$ cat config.mk
export PLATFORM = sky130hd
export DESIGN_NAME = word_unpacker_flat
export DESIGN_NICKNAME = d
export VERILOG_FILES = /design/src/rtl/word_unpacker_if.sv /design/src/rtl/word_unpacker.sv /design/src/flat_wrapper.sv
export SDC_FILE = /design/constraint.sdc
export NUM_CORES = 1
export LEC_CHECK = 0
export ABC_AREA = 1
export CAP_MARGIN = 40
export CORE_UTILIZATION = 44
export DETAILED_ROUTE_END_ITERATION = 12
export GPL_ROUTABILITY_DRIVEN = 0
export PLACE_DENSITY = 0.85
export SETUP_SLACK_MARGIN = 0.02
export SLEW_MARGIN = 20
export SYNTH_ARGS = -nofsm -noshare
export SYNTH_HDL_FRONTEND = slang
export SYNTH_SLANG_ARGS = --single-unit
$ cat constraint.sdc
create_clock -name clk -period 1.2 [get_ports clk]
set_input_delay 0.24 -clock clk [delete_from_list [all_inputs] [get_ports clk]]
set_output_delay 0.24 -clock clk [all_outputs]
set_load 0.03 [all_outputs]
$ cat src/rtl/word_unpacker_if.sv
`timescale 1ns/1ps
// word_unpacker_if
//   Bundles the word-side and slice-side handshakes of word_unpacker.
//   Parameters mirror the unpacker: LANE_W bits per slice, LANES slices per word.
//   Signals:
//     in_valid  / in_ready  / in_data  : packed word input (WORD_W bits)
//     out_valid / out_ready / out_data : one LANE_W-bit slice per cycle
//     out_idx                          : emission position 0..LANES-1
//     out_last                         : final slice of the held word
//     busy                             : word held, slices pending (== out_valid)
//   Modports:
//     slave  : the unpacker's view (consumes words, produces slices)
//     master : the surrounding logic's view (produces words, consumes slices)
interface word_unpacker_if #(
   parameter int LANE_W = 1,
   parameter int LANES  = 5
);
   localparam int WORD_W = LANE_W * LANES;
   localparam int IDX_W  = (LANES > 1) ? $clog2(LANES) : 1;

   logic              in_valid;
   logic              in_ready;
   logic [WORD_W-1:0] in_data;
   logic              out_valid;
   logic              out_ready;
   logic [LANE_W-1:0] out_data;
   logic [IDX_W-1:0]  out_idx;
   logic              out_last;
   logic              busy;

   modport slave (
      input  in_valid, in_data, out_ready,
      output in_ready, out_valid, out_data, out_idx, out_last, busy
   );

   modport master (
      output in_valid, in_data, out_ready,
      input  in_ready, out_valid, out_data, out_idx, out_last, busy
   );
endinterface

$ cat src/rtl/word_unpacker.sv
`timescale 1ns/1ps
// word_unpacker
//   Takes one packed WORD_W-bit word over valid/ready and emits it as LANES
//   slices of LANE_W bits, one slice per cycle, tagged with out_idx/out_last.
//   Latency from word accept to first slice is one cycle; the slice data,
//   index and last flag all come straight from flops.
//   A new word may be accepted on the same edge that the last slice of the
//   current word is consumed, so back-to-back words stream with no bubble.
// Ports
//   clk  : clock, all state on posedge
//   rst  : synchronous active-high reset; in_ready is forced low while high
//   bus  : word_unpacker_if.slave (in_valid/in_ready/in_data,
//          out_valid/out_ready/out_data/out_idx/out_last, busy)
// Configuration
//   WORD_UNPACK_MSB_FIRST_EN undefined : slice at emission position p is
//                                        in_data[p*LANE_W +: LANE_W]
//   WORD_UNPACK_MSB_FIRST_EN defined   : slice at emission position p is
//                                        in_data[(LANES-1-p)*LANE_W +: LANE_W]
//   out_idx always counts 0..LANES-1 in emission order.
module word_unpacker #(
   parameter int LANE_W = 1,
   parameter int LANES  = 5
) (
   input logic            clk,
   input logic            rst,
   word_unpacker_if.slave bus
);
   localparam int WORD_W = LANE_W * LANES;
   localparam int IDX_W  = (LANES > 1) ? $clog2(LANES) : 1;

`ifdef WORD_UNPACK_MSB_FIRST_EN
   localparam bit MSB_FIRST = 1'b1;
`else
   localparam bit MSB_FIRST = 1'b0;
`endif

   typedef enum logic {
      IDLE,
      EMIT
   } state_t;

   state_t            state_q,    state_d;
   logic [IDX_W-1:0]  cnt_q,      cnt_d;
   logic [WORD_W-1:0] hold_q,     hold_d;
   logic [LANE_W-1:0] out_data_q, out_data_d;
   logic              out_last_q, out_last_d;

   logic              in_ready;
   logic              load;
   logic              out_hs;
   logic [31:0]       cnt_nxt;

   // Slice presented at emission position pos, honouring the emission order.
   function automatic logic [LANE_W-1:0] slice_at(input logic [WORD_W-1:0] w,
                                                  input logic [31:0]       pos);
      logic [31:0] sel;
      slice_at = '0;
      sel      = MSB_FIRST ? (32'(LANES) - 32'd1 - pos) : pos;
      for (int unsigned k = 0; k < LANES; k++) begin
         if (k == sel) begin
            slice_at = w[k*LANE_W +: LANE_W];
         end
      end
   endfunction

   assign cnt_nxt  = 32'(cnt_q) + 32'd1;

   // Ready when empty, or when the last slice leaves this very cycle.
   assign in_ready = !rst && ((state_q == IDLE) ||
                              ((state_q == EMIT) && out_last_q && bus.out_ready));
   assign load     = bus.in_valid && in_ready;
   assign out_hs   = (state_q == EMIT) && bus.out_ready;

   always_comb begin
      state_d    = state_q;
      cnt_d      = cnt_q;
      hold_d     = hold_q;
      out_data_d = out_data_q;
      out_last_d = out_last_q;

      // load can only fire when idle or on the last-slice handshake, so giving
      // it priority also covers the reload-on-last case.
      if (load) begin
         state_d    = EMIT;
         cnt_d      = '0;
         hold_d     = bus.in_data;
         out_data_d = slice_at(bus.in_data, 32'd0);
         out_last_d = (LANES == 1);
      end else if (out_hs) begin
         if (!out_last_q) begin
            cnt_d      = cnt_nxt[IDX_W-1:0];
            out_data_d = slice_at(hold_q, cnt_nxt);
            out_last_d = (cnt_nxt == 32'(LANES - 1));
         end else begin
            state_d    = IDLE;
            cnt_d      = '0;
            out_data_d = '0;
            out_last_d = 1'b0;
         end
      end
   end

   always_ff @(posedge clk) begin
      if (rst) begin
         state_q    <= IDLE;
         cnt_q      <= '0;
         hold_q     <= '0;
         out_data_q <= '0;
         out_last_q <= 1'b0;
      end else begin
         state_q    <= state_d;
         cnt_q      <= cnt_d;
         hold_q     <= hold_d;
         out_data_q <= out_data_d;
         out_last_q <= out_last_d;
      end
   end

   assign bus.in_ready  = in_ready;
   assign bus.out_valid = (state_q == EMIT);
   assign bus.busy      = (state_q == EMIT);
   assign bus.out_data  = out_data_q;
   assign bus.out_idx   = cnt_q;
   assign bus.out_last  = out_last_q;

`ifndef SYNTHESIS
   a_stall_hold : assert property (@(posedge clk) disable iff (rst)
      (bus.out_valid && !bus.out_ready) |=>
         (bus.out_valid && $stable(bus.out_data) && $stable(bus.out_idx) &&
          $stable(bus.out_last)));

   a_cnt_range : assert property (@(posedge clk) int'(cnt_q) <= LANES - 1);
`endif

endmodule

$ cat src/flat_wrapper.sv
// flat-port wrapper written by rule: the top's interface ports become plain ports
module word_unpacker_flat 
#(
   parameter int LANE_W = 1,
   parameter int LANES  = 5
)
  (clk, rst, bus_in_valid, bus_in_data, bus_out_ready, bus_in_ready, bus_out_valid, bus_out_data, bus_out_idx, bus_out_last, bus_busy);
  word_unpacker_if #(.LANE_W(LANE_W), .LANES(LANES)) bus_i ();
  input logic clk;
  input logic rst;
  input wire logic [$bits(bus_i.in_valid)-1:0] bus_in_valid;
  input wire logic [$bits(bus_i.in_data)-1:0] bus_in_data;
  input wire logic [$bits(bus_i.out_ready)-1:0] bus_out_ready;
  output wire logic [$bits(bus_i.in_ready)-1:0] bus_in_ready;
  output wire logic [$bits(bus_i.out_valid)-1:0] bus_out_valid;
  output wire logic [$bits(bus_i.out_data)-1:0] bus_out_data;
  output wire logic [$bits(bus_i.out_idx)-1:0] bus_out_idx;
  output wire logic [$bits(bus_i.out_last)-1:0] bus_out_last;
  output wire logic [$bits(bus_i.busy)-1:0] bus_busy;
  assign bus_i.in_valid = bus_in_valid;
  assign bus_i.in_data = bus_in_data;
  assign bus_i.out_ready = bus_out_ready;
  assign bus_in_ready = bus_i.in_ready;
  assign bus_out_valid = bus_i.out_valid;
  assign bus_out_data = bus_i.out_data;
  assign bus_out_idx = bus_i.out_idx;
  assign bus_out_last = bus_i.out_last;
  assign bus_busy = bus_i.busy;
  word_unpacker #(.LANE_W(LANE_W), .LANES(LANES)) u_core (.clk(clk), .rst(rst), .bus(bus_i));
endmodule
==> flow_summary.json <==
{
  "worstHoldPathCells": 3,
  "die_y_um": 38.0,
  "grt_overflow_total": 0,
  "crit_required_ns": 0.96,
  "place_inst": 120,
  "grt_pass1_vias": 578,
  "ir_drop_v": 0.000856,
  "period_needed_ns": 1.23,
  "worstSetupPathType": "flip-flop to output port",
  "outcome": "finished, violations left",
  "fin_area_um2": 942,
  "whs_ns": 0.424,
  "cts_tree": "built",
  "crit_fanout": 3,
  "die_w_um": 38.0,
  "cts_buffer_depth": 2,
  "setup_ws_ns": -0.0315,
  "grt_pass1_wl_um": 2570,
  "cts_root_buf": "clkbuf_4",
  "end_kind": "output port",
  "finalMaxSlewViolations": 0,
  "area_growth_syn_to_layout_pct": 65.1,
  "placed_area_um2": 801,
  "synth_seq_cells": 11,
  "syn-mean-instance-area_um2": 6.96,
  "clkSinkCount": 11,
  "yosysUniqueCellTypes": 14,
  "num_antenna_cells": 0,
  "wl_per_cell_um": 12.9,
  "route.detailed.drc": 0,
  "clock.fmax_ghz": 0.812,
  "wl_um": 1630,
  "worstMarginPinSlew_ns": 0.218,
  "die_area_um2": 1440,
  "rr_worst_depth": 9,
  "slew_headroom_pct": 85.4,
  "drive_gt1_share_pct": 36.3,
  "route.vias.total": 620,
  "synth_fp_nets": 95,
  "hpwl_um": 1130,
  "htreeDepth": 1,
  "dp_slack_ns": -0.301,
  "yosysSeqAreaShare_pct": 38.6,
  "period_share_pct": 103,
  "p_leak_nw": 0.456,
  "fin_util_pct": 81.5,
  "cp-start-kind": "flip-flop",
  "core_um2": 1160,
  "min-delay-path-class": "input port to flip-flop",
  "cts.clk_slew.worst_paths_ns": 0.07,
  "rsz0062_at_grt": "yes",
  "syn_area_um2": 571,
  "start_util_pct": 49.4,
  "fin_setup_tns_ns": -0.0459,
  "total_power_mw": 0.834,
  "power.density_nw_per_um2": 886,
  "finalNonFillerCells": 127,
  "clk_latency_ns": 0.27,
  "grt_usage_pct": 27.4,
  "fp-row-count": 12,
  "cts_buffers": 3,
  "final_nets": 127,
  "grt_start_max_net_pins": 7,
  "dr.pass1.iters": 4,
  "drv_cap": 0,
  "netlist_instances": 82,
  "drt-vias-per-instance": 4.88,
  "fill_cells": 75,
  "grt_antenna_before_repair": 0,
  "finalHoldViolations": 0,
  "finClkSkew_ns": 0.00514,
  "drtIter0Drc": 15,
  "final_antenna_net_count": 0,
  "yosys_warnings": 0,
  "failed_checks": "setup timing",
  "io_buffers": 16,
  "setup_violations": 2,
  "num_io_pins": 17,
  "worstPathArrival_ns": 0.99
}
-- cell families (layout without fill, tap and decap cells) --
group	count (synthesis)	in the layout	synth area share, %
simple gates	37	37	27.6
buf+inv	18	49	12.5
compound gates	11	11	11.0
flops	11	11	38.6
fa+ha+maj	4	4	8.77
xor+xnor	1	1	1.54
-- timing repair --
action                                  in CTS  in global routing
buffers inserted                             3                  0
endpoints found under the setup margin       8                  9
resized for setup                           21                  5
pin swaps                                    2                  3
hold buffers                                 0                  0
-- per-layer routing --
metal	GRT usage (%)	part of all wire, %	up-vias
li1	-	-	317
met1	26.4	39	277
met2	55.2	55	24
met3	9.30	5.7	2
met4	5.36	0.31	0
met5	0	0	-
-- sequential cells by signal, indices dropped and copies added (netlist names) --
signal and count:
u_core.bus.out_data 1, u_core.bus.busy 1, u_core.bus.out_last 1, u_core.hold_q 5
u_core.bus.out_idx 3
-- worst max-delay path, cell delays in order (launching register included) --
cell     delay (ns)
dfxtp_2        0.35
nand2_2        0.07
a21oi_4        0.15
buf_6          0.15
-- worst paths after layout --
path,from,to,slack (ns)
max,u_core.bus.out_last,bus_in_ready,-0.03
min reg2reg,u_core.hold_q[3],u_core.hold_q[3],0.45
min,rst,u_core.bus.out_data,0.42
max reg2reg,u_core.bus.out_idx[1],u_core.bus.out_data,-0.01
-- cells in the final DEF (no fill, tap or decap), drive strengths merged --
cell,Yosys,routed
dlygate4sd2,0,2
a21oi,6,6
clkdlybuf4s50,0,6
nand3,11,11
clkbuf,0,4
xor2,1,1
inv,17,17
buf,1,20
nand2,25,25
nor2,1,1
dfxtp,11,11
o21ai,3,3
ha,4,4
o22ai,1,1
a22oi,1,1
-- where the power goes --
group          internal (mW)  leakage, nW  switching (mW)
Clock                  0.129       0.0150           0.130
Combinational         0.0880        0.349          0.0904
Sequential             0.381       0.0924          0.0162
Total                  0.598        0.456           0.237
-- layout make-up --
cell class	instances	area [µm²]	share of cell area [%]
Multi-Input combinational cell	53	360	38.2
Timing Repair Buffer	28	239	25.4
Tap cell	14	17.5	1.86
Clock buffer	4	26.3	2.79
Sequential cell	11	230	24.4
Inverter	17	68.8	7.30
-- cells in the mapped netlist --
| cell type | instances | area (µm²) |
|---|---|---|
| a21oi_1 | 5 | 25.0 |
| nand3_1 | 10 | 50.1 |
| inv_1 | 17 | 63.8 |
| nor2_1 | 1 | 3.75 |
| dfxtp_1 | 11 | 220 |
| a21oi_2 | 1 | 8.76 |
| o22ai_1 | 1 | 6.26 |
| a22oi_1 | 1 | 7.51 |
| o21ai_0 | 3 | 15.0 |
| buf_4 | 1 | 7.51 |
| ha_1 | 4 | 50.1 |
| nand3_2 | 1 | 10.0 |
| xor2_1 | 1 | 8.76 |
| nand2_1 | 25 | 93.8 |
Note: power is estimated with default switching activity, not from simulation.
